$ cat src/rtl/mem_port_arbiter.sv
// mem_port_arbiter
// Shares one single-port synchronous memory (1-cycle read latency) between
// a CPU requester (c_*) and a DMA/IO requester (d_*). One access is granted
// per cycle. A granted access may lock the bus for a bounded number of cycles
// so that read-modify-write sequences are atomic.
//
// Handshake: a requester raises *_req with stable we/lock/addr/wdata and holds
// it until the cycle in which *_gnt is high. *_gnt is combinational and the
// access takes place in that same cycle. A granted read raises *_rvalid for
// exactly the following cycle. *_rdata is the raw memory read data and is
// meaningful only while *_rvalid is high.
//
// Build option: define MEM_PORT_ARB_CPU_PRIO_EN to give the CPU fixed priority
// in IDLE conflicts. Without it, IDLE conflicts are resolved round-robin.
module mem_port_arbiter #(
    parameter int ADDR_W   = 9,
    parameter int DATA_W   = 9,
    parameter int LOCK_MAX = 8
) (
    input  logic              clk,
    input  logic              rst,
    input  logic              c_req,
    input  logic              c_we,
    input  logic              c_lock,
    input  logic [ADDR_W-1:0] c_addr,
    input  logic [DATA_W-1:0] c_wdata,
    output logic              c_gnt,
    output logic              c_rvalid,
    output logic [DATA_W-1:0] c_rdata,
    input  logic              d_req,
    input  logic              d_we,
    input  logic              d_lock,
    input  logic [ADDR_W-1:0] d_addr,
    input  logic [DATA_W-1:0] d_wdata,
    output logic              d_gnt,
    output logic              d_rvalid,
    output logic [DATA_W-1:0] d_rdata,
    output logic              mem_en,
    output logic              mem_we,
    output logic [ADDR_W-1:0] mem_addr,
    output logic [DATA_W-1:0] mem_wdata,
    input  logic [DATA_W-1:0] mem_rdata,
    output logic [1:0]        arb_state
);

    localparam int CNT_W = $clog2(LOCK_MAX);
    localparam logic [CNT_W-1:0] CNT_LAST = CNT_W'(LOCK_MAX - 1);

    typedef enum logic [1:0] {
        ST_IDLE   = 2'd0,
        ST_LOCK_C = 2'd1,
        ST_LOCK_D = 2'd2
    } state_t;

    state_t           state_q, state_d;
    logic [CNT_W-1:0] lock_cnt_q, lock_cnt_d;
    // 1 = DMA was the last owner, 0 = CPU was the last owner
    logic             last_d_q, last_d_d;
    logic             c_rvalid_q, d_rvalid_q;

    // State register plus read-return strobes; reset clears everything
    always_ff @(posedge clk) begin
        if (rst) begin
            state_q    <= ST_IDLE;
            lock_cnt_q <= '0;
            last_d_q   <= 1'b1;
            c_rvalid_q <= 1'b0;
            d_rvalid_q <= 1'b0;
        end else begin
            state_q    <= state_d;
            lock_cnt_q <= lock_cnt_d;
            last_d_q   <= last_d_d;
            c_rvalid_q <= c_gnt & ~c_we;
            d_rvalid_q <= d_gnt & ~d_we;
        end
    end

    // Next-state: lock entry on a locking grant, exit on unlocked grant or timeout
    always_comb begin
        state_d    = state_q;
        lock_cnt_d = lock_cnt_q;
        last_d_d   = last_d_q;
        if (c_gnt) last_d_d = 1'b0;
        if (d_gnt) last_d_d = 1'b1;
        case (state_q)
            ST_IDLE: begin
                if (c_gnt && c_lock) begin
                    state_d    = ST_LOCK_C;
                    lock_cnt_d = '0;
                end else if (d_gnt && d_lock) begin
                    state_d    = ST_LOCK_D;
                    lock_cnt_d = '0;
                end
            end
            ST_LOCK_C: begin
                lock_cnt_d = lock_cnt_q + CNT_W'(1);
                if ((lock_cnt_q == CNT_LAST) || (c_gnt && !c_lock)) begin
                    state_d    = ST_IDLE;
                    lock_cnt_d = '0;
                    last_d_d   = 1'b0;
                end
            end
            ST_LOCK_D: begin
                lock_cnt_d = lock_cnt_q + CNT_W'(1);
                if ((lock_cnt_q == CNT_LAST) || (d_gnt && !d_lock)) begin
                    state_d    = ST_IDLE;
                    lock_cnt_d = '0;
                    last_d_d   = 1'b1;
                end
            end
            default: begin
                state_d    = ST_IDLE;
                lock_cnt_d = '0;
            end
        endcase
    end

    // Outputs: grant selection and memory bus mux; all quiet during reset
    always_comb begin
        c_gnt     = 1'b0;
        d_gnt     = 1'b0;
        mem_en    = 1'b0;
        mem_we    = 1'b0;
        mem_addr  = '0;
        mem_wdata = '0;
        if (!rst) begin
            case (state_q)
                ST_IDLE: begin
                    if (c_req && d_req) begin
`ifdef MEM_PORT_ARB_CPU_PRIO_EN
                        c_gnt = 1'b1;
`else
                        c_gnt = last_d_q;
                        d_gnt = ~last_d_q;
`endif
                    end else begin
                        c_gnt = c_req;
                        d_gnt = d_req;
                    end
                end
                ST_LOCK_C: c_gnt = c_req;
                ST_LOCK_D: d_gnt = d_req;
                default: begin
                    c_gnt = 1'b0;
                    d_gnt = 1'b0;
                end
            endcase
        end
        if (c_gnt) begin
            mem_en    = 1'b1;
            mem_we    = c_we;
            mem_addr  = c_addr;
            mem_wdata = c_wdata;
        end else if (d_gnt) begin
            mem_en    = 1'b1;
            mem_we    = d_we;
            mem_addr  = d_addr;
            mem_wdata = d_wdata;
        end
    end

    // A read granted just before reset must not surface while reset is high
    assign c_rvalid  = c_rvalid_q & ~rst;
    assign d_rvalid  = d_rvalid_q & ~rst;
    assign c_rdata   = mem_rdata;
    assign d_rdata   = mem_rdata;
    assign arb_state = state_q;

endmodule

$ cat config.mk
export PLATFORM = sky130hd
export DESIGN_NAME = mem_port_arbiter
export DESIGN_NICKNAME = d
export VERILOG_FILES = /design/src/rtl/mem_port_arbiter.sv
export SDC_FILE = /design/constraint.sdc
export NUM_CORES = 1
export LEC_CHECK = 0
export CAP_MARGIN = 20
export CORE_ASPECT_RATIO = 0.9
export CORE_MARGIN = 8
export CORE_UTILIZATION = 30
export DETAILED_ROUTE_END_ITERATION = 12
export PLACE_DENSITY = 0.86
export SETUP_SLACK_MARGIN = 0.1
export SLEW_MARGIN = 20
export SYNTH_ARGS = -nofsm -noshare
export SYNTH_HDL_FRONTEND = slang
export SYNTH_SLANG_ARGS = --single-unit
$ cat constraint.sdc
create_clock -name clk -period 5.4 [get_ports clk]
set_clock_uncertainty 0.15 [all_clocks]
set_input_delay 0.54 -clock clk [delete_from_list [all_inputs] [get_ports clk]]
set_output_delay 0.54 -clock clk [all_outputs]
set_load 0.005 [all_outputs]
==> flow_metrics.env, run 1 <==
export IMPL_synth_top_family_by_area="compound AO/OA/AOI/OAI gates"
export IMPL_routabilityCongestion=0.854
export IMPL_place_hpwl_mm=2.96
export IMPL_power_density_mw_per_mm2=235
export IMPL_hold_worst_slack_ps=357
export IMPL_drt_pass1_iterations=4
export IMPL_ctsLongestPathBuffers=2
export IMPL_grt_start_max_net_pins=23
export IMPL_slowest_stage="nor2_2"
export IMPL_track_usage_pct=13.8
export IMPL_synthCells=103
export IMPL_io_buffers=69
export IMPL_cts_tree="yes"
export IMPL_numCtsBuffers=3
export IMPL_routed_wl_mm=3.55
export IMPL_muxShareOfSynthArea_pct=4.51
export IMPL_grt_remaining_overflow=0
export IMPL_hold_depth=2
export IMPL_ys_seq_area_share_pct=18.0
export IMPL_cts_resized=0
export IMPL_synthAdderAreaFrac_pct=8.45
export IMPL_start_util_pct=31.8
export IMPL_finalSetupViolCount=0
export IMPL_crit_path_end_kind="primary output"
export IMPL_drive_above_1_share_pct=6.58
export IMPL_status="completed"
export IMPL_seqCellArea_um2=160
export IMPL_root_buffer="clkbuf_4"
export IMPL_multi_input_area_um2=547
export IMPL_finalCriticalPeriod_ps=3870
export IMPL_hold_viol_final=0
export IMPL_synth_area_um2=888
export IMPL_fmax_mhz=258
export IMPL_finalMaxSlewViolations=0
export IMPL_core_mm2=0.00279
export IMPL_die_area_mm2=0.00496
export IMPL_synthXorXnorAreaFrac_pct=0
export IMPL_routed_via_count=918
export IMPL_cap_viol_max_count=0
export IMPL_period_share_pct=71.7
export IMPL_setup_tns_ps=0
export IMPL_synth_top_area_cell="a22o_1"
export IMPL_arrival_ps=3180
export IMPL_htreeDepth=1
export IMPL_cts_setup_buffers=0
export IMPL_ir_drop_mv=0.102
export IMPL_holdBufCountCts=0
export IMPL_path_buf_inv=2
export IMPL_syn_to_final_growth_pct=67.2
export IMPL_grt_pass1_wl_mm=5.25
export IMPL_final_nets=213
export IMPL_worst_r2r_setup_slack_ps=3250
export IMPL_synthTopCellsByArea="a22o_1, dfxtp_1, buf_4, ha_1, mux2i_1"
export IMPL_rsz0062_at_grt="no"
export IMPL_min_to="lock_cnt_q[2]$_SDFFE_PP0P_"
export IMPL_worst_pin_slew_ps=1000
export IMPL_wl_per_cell_um=18.5
export IMPL_p_leak_uw=0.000561
export IMPL_path_class="in -> out"
export IMPL_diodes=0
export IMPL_ys_warn_count=0
export IMPL_critPathLaunchType="input pin"
export IMPL_r2r_end="arb_state[0]$_SDFFE_PP0P_"
export IMPL_path_cells="clkdlybuf4s50_1 -> nand2b_1 -> nor2_2 -> nor2_8 -> a22o_1 -> clkdlybuf4s50_1"
export IMPL_insertion_delay_ps=250
export IMPL_floorplan_rows=18
export IMPL_grt_pass1_vias=981
export IMPL_relSlewSlack_pct=33.2
export IMPL_drtIter0Drc=74
export IMPL_yosys_area_share_simple_pct=20.7
export IMPL_crit_fanout=22
export IMPL_cpLargestDelayFamily="simple AND/OR/NAND/NOR gates"
export IMPL_crit_path_frequent_cell="clkdlybuf4s50_1"
export IMPL_antenna_found_initial=0
export IMPL_synth_compound_area_share_pct=27.9
export IMPL_r2r_start="arb_state[0]$_SDFFE_PP0P_"
export IMPL_synth_distinct_cells=30
export IMPL_clkTransAtPathRegs_ps=50
export IMPL_placed_area_mm2=0.00146
export IMPL_syn_mean_instance_area_um2=8.62
export IMPL_worstHoldPathType="reg -> reg"
export IMPL_hold_start="lock_cnt_q[2]$_SDFFE_PP0P_"
export IMPL_stdcell_area_mm2=0.00149
export IMPL_die_h_um=67.6
export IMPL_ios=97
export IMPL_required_ps=4710
export IMPL_cts_sinks=8
export IMPL_fp_dieW_um=73.4
export IMPL_ant_nets=0
export IMPL_drt_vias_per_instance=4.78
export IMPL_slowest_delay_ps=800
export IMPL_fill_cells=278
export IMPL_synth_top_cell_area_share_pct=18.7
export IMPL_ys_ff_latch=8
export IMPL_route_detailed_drc=0
export IMPL_syn_num_nets=162
export IMPL_ff2ff_path_depth=6
-- logic make-up (layout without fill, tap and decap cells) --
logic type / Yosys count / count (layout)
AO/OA/AOI/OAI: 29 / 29
adder cells (fa/ha/maj): 6 / 6
buffers and inverters: 27 / 76
flip-flops: 8 / 8
multiplexers: 4 / 4
AND/OR/NAND/NOR: 29 / 29
-- where the power goes --
| group | internal [µW] | switching, µW | total, µW |
|---|---|---|---|
| logic | 133 | 98.0 | 231 |
| clock network | 25.4 | 19.6 | 45.0 |
| registers | 67.6 | 4.75 | 72.4 |
| total | 226 | 122 | 348 |
-- Yosys cell counts (all sizes together) --
cell and n:
a21oi 2, a221oi 1, a22o 19, a31oi 2
a32oi 1, buf 21, clkbuf 2, dfxtp 8
ha 6, inv 4, mux2i 4, nand2 4
nand2b 4, nand3 1, nand3b 2, nand4b 1
nor2 8, nor2b 3, nor3 1, nor3b 1
o21ai 3, o221ai 1, or2 1, or3b 3
-- sequential cells by signal (all words and copies together) (netlist names) --
register	cells
d_rvalid_q	1
arb_state	2
c_rvalid_q	1
last_d_q	1
lock_cnt_q	3
-- final cells by class --
class / count / area share [%]
inverters: 4 / 1.01
well taps: 40 / 3.37
repair buffers: 69 / 46.5
flip-flops and latches: 8 / 10.8
multi-input cells: 68 / 36.8
clock buffers: 3 / 1.52
-- layout by cell type, fill, tap and decap left out, types with 4 or more instances in the layout --
master / count
dfxtp_1: 8
mux2i_1: 4
clkdlybuf4s50_1: 69
nand2b_1: 4
nor2_1: 6
a22o_1: 19
ha_1: 6
inv_1: 4
-- layer usage --
layer | routed length (µm) | track usage, %
met5 | 0 | 0
met4 | 74 | 4.73
met3 | 196 | 5.33
met2 | 2060 | 25.0
met1 | 1220 | 14.3
-- worst max-delay path by stage --
stage | slack [ps] | from | cells past startpoint | to
4_1_cts | 1540 | rst | 6 | mem_addr[4]
5_1_grt | 1300 | rst | 6 | mem_wdata[7]
6_report | 1530 | rst | 6 | mem_addr[4]
3_5_place_dp | 1560 | rst | 6 | mem_addr[4]
2_1_floorplan | 3080 | arb_state[1]$_SDFFE_PP0P_ | 8 | mem_addr[0]
3_3_place_gp | 1670 | rst | 6 | mem_addr[2]
-- through the flow --
stage	total power, µW	worst slack (ps)	cells	utilization [%]
2_1_floorplan	201	3080	103	-
3_3_place_gp	299	1670	189	52.4
3_5_place_dp	304	1560	189	52.4
4_1_cts	352	1540	192	53.2
5_1_grt	375	1300	192	53.2
6_report	348	1530	192	53.2
-- tightest hold or removal path: stages (launching register included) --
cell and delay, ps:
dfxtp_1 330, mux2i_1 70, nor2_1 80
(Power assumes the default switching activity.)
==> inputs of run 2 (changes only) <==
- CORE_UTILIZATION: 30 -> 25
- PLACE_DENSITY: 0.86 -> 0.76
- clock period: 5.4 -> 3.5 ns (I/O delays scaled with it)
==> run 2 against run 1 <==
Non-clock buffer count increased by 2. Critical path depth increased by 1. Final cell count increased by 3.1%. Clock-buffer cell count unchanged. Hold slack got worse by 13 ps. Sequential power increased by 59%. Clock power increased by 150%. Sequential share of layout area decreased by 0.27 points. Sequential cell count unchanged. Final area increased by 2.6%. Critical path type is now reg -> out. Largest cell class unchanged. Largest power group unchanged.
==> flow_metrics.env, run 2 (synthesis results as in run 1) <==
export IMPL_power_density_mw_per_mm2=385
export IMPL_arrival_ps=2560
export IMPL_worst_pin_slew_ps=580
export IMPL_ir_drop_mv=0.127
export IMPL_finalCriticalPeriod_ps=3060
export IMPL_ff2ff_path_depth=6
export IMPL_hold_viol_final=0
export IMPL_r2r_start="arb_state[1]$_SDFFE_PP0P_"
export IMPL_fmax_mhz=327
export IMPL_stdcell_area_mm2=0.00152
export IMPL_final_common_cell="clkdlybuf4s50_1"
export IMPL_track_usage_pct=11.2
export IMPL_syn_to_final_growth_pct=71.5
export IMPL_finalSetupViolCount=0
export IMPL_fp_dieW_um=78.8
export IMPL_io_buffers=69
export IMPL_finalMaxSlewViolations=0
export IMPL_hold_depth=2
export IMPL_regMostFlops="lock_cnt_q"
export IMPL_diodes=0
export IMPL_cts_setup_buffers=0
export IMPL_layout_common_cells="clkdlybuf4s50_1, a22o_1, dfxtp_1"
export IMPL_start_util_pct=26.3
export IMPL_grt_pass1_wl_mm=5.01
export IMPL_place_hpwl_mm=2.84
export IMPL_holdBufCountCts=0
export IMPL_antenna_found_initial=0
export IMPL_wl_per_cell_um=17.3
export IMPL_grt_pass1_vias=1006
export IMPL_path_class="reg -> out"
export IMPL_core_mm2=0.00338
export IMPL_final_nets=215
export IMPL_slowest_delay_ps=540
export IMPL_rsz0062_at_grt="no"
export IMPL_place_ws_ps=480
export IMPL_placed_area_mm2=0.00148
export IMPL_ios=97
export IMPL_drt_pass1_iterations=4
export IMPL_cts_resized=0
export IMPL_cap_viol_max_count=0
export IMPL_clkTransAtPathRegs_ps=40
export IMPL_setup_ws_ps=442
export IMPL_root_buffer="clkbuf_8"
export IMPL_cts_sinks=8
export IMPL_routabilityCongestion=0.794
export IMPL_route_detailed_drc=0
export IMPL_setup_tns_ps=0
export IMPL_routed_via_count=927
export IMPL_ant_nets=0
export IMPL_p_leak_uw=0.000579
export IMPL_path_cells="inv_1 -> ha_1 -> a31oi_1 -> or3b_1 -> nor2_8 -> a22o_1 -> clkdlybuf4s50_1"
export IMPL_largest_reg_flops=3
export IMPL_cp_depth=7
export IMPL_drt_vias_per_instance=4.68
export IMPL_grt_remaining_overflow=0
export IMPL_die_area_mm2=0.00572
export IMPL_slowest_stage="clkdlybuf4s50_1"
export IMPL_path_buf_inv=2
export IMPL_numCtsBuffers=3
export IMPL_cts_tree="yes"
export IMPL_insertion_delay_ps=230
export IMPL_drive_above_1_share_pct=7.79
export IMPL_htreeDepth=1
export IMPL_crit_path_end_kind="primary output"
export IMPL_period_share_pct=87.4
export IMPL_crit_fanout=19
export IMPL_routed_wl_mm=3.43
export IMPL_worstHoldPathType="reg -> reg"
export IMPL_status="completed"
export IMPL_critPathLaunchType="flip-flop"
export IMPL_die_h_um=72.6
export IMPL_hold_start="lock_cnt_q[1]$_SDFFE_PP0P_"
export IMPL_required_ps=3000
export IMPL_cpLargestDelayFamily="simple AND/OR/NAND/NOR gates"
export IMPL_floorplan_rows=20
export IMPL_relSlewSlack_pct=61.3
export IMPL_drtIter0Drc=68
export IMPL_crit_path_start="arb_state[1]$_SDFFE_PP0P_"
export IMPL_grt_start_max_net_pins=20
export IMPL_ctsLongestPathBuffers=2
-- run 2: cell types whose count changed in the layout (fill, tap and decap cells not counted) --
cell      before  now
clkbuf_8       0    3
clkbuf_4       3    0
buf_4          0    2
-- run 2: worst min-delay path, stage by stage (launching register included) --
cell     delay (ps)
dfxtp_1         320
mux2i_1          70
nor2_1           70
-- run 2: worst paths after layout --
check | to | slack [ps]
max | mem_addr[3] | 440
min | lock_cnt_q[1]$_SDFFE_PP0P_ | 340
max reg2reg | arb_state[1]$_SDFFE_PP0P_ | 1580
min reg2reg | lock_cnt_q[1]$_SDFFE_PP0P_ | 340
-- run 2: through the flow --
step / instances / util, % / power, µW / hold slack [ps]
CTS: 198 / 45.1 / 595 / 352
floorplan: 103 / - / 309 / 272
global placement: 195 / 43.9 / 463 / 330
finish: 198 / 45.1 / 587 / 344
detailed placement: 195 / 43.9 / 478 / 343
global route: 198 / 45.1 / 627 / 384
-- run 2: cell type report --
class                   count  area [µm²]
fillers                   332        1850
repair buffers             71         706
multi-input cells          68         547
clock buffers               3        41.3
flip-flops and latches      8         160
well taps                  44        55.1
inverters                   4        15.0
-- run 2: power by group --
part	switching [µW]	internal, µW
sequential	10.1	105
combinational	153	208
clock	36.6	74.6
total	200	387
-- run 2: metal layers --
| metal | GRT usage (%) | vias up | part of all wire, % |
|---|---|---|---|
| met2 | 21.0 | 23 | 59 |
| met3 | 4.20 | 4 | 6.2 |
| met5 | 0 | - | 0 |
| li1 | - | 462 | - |
| met4 | 4.93 | 0 | 1.4 |
| met1 | 10.6 | 438 | 34 |
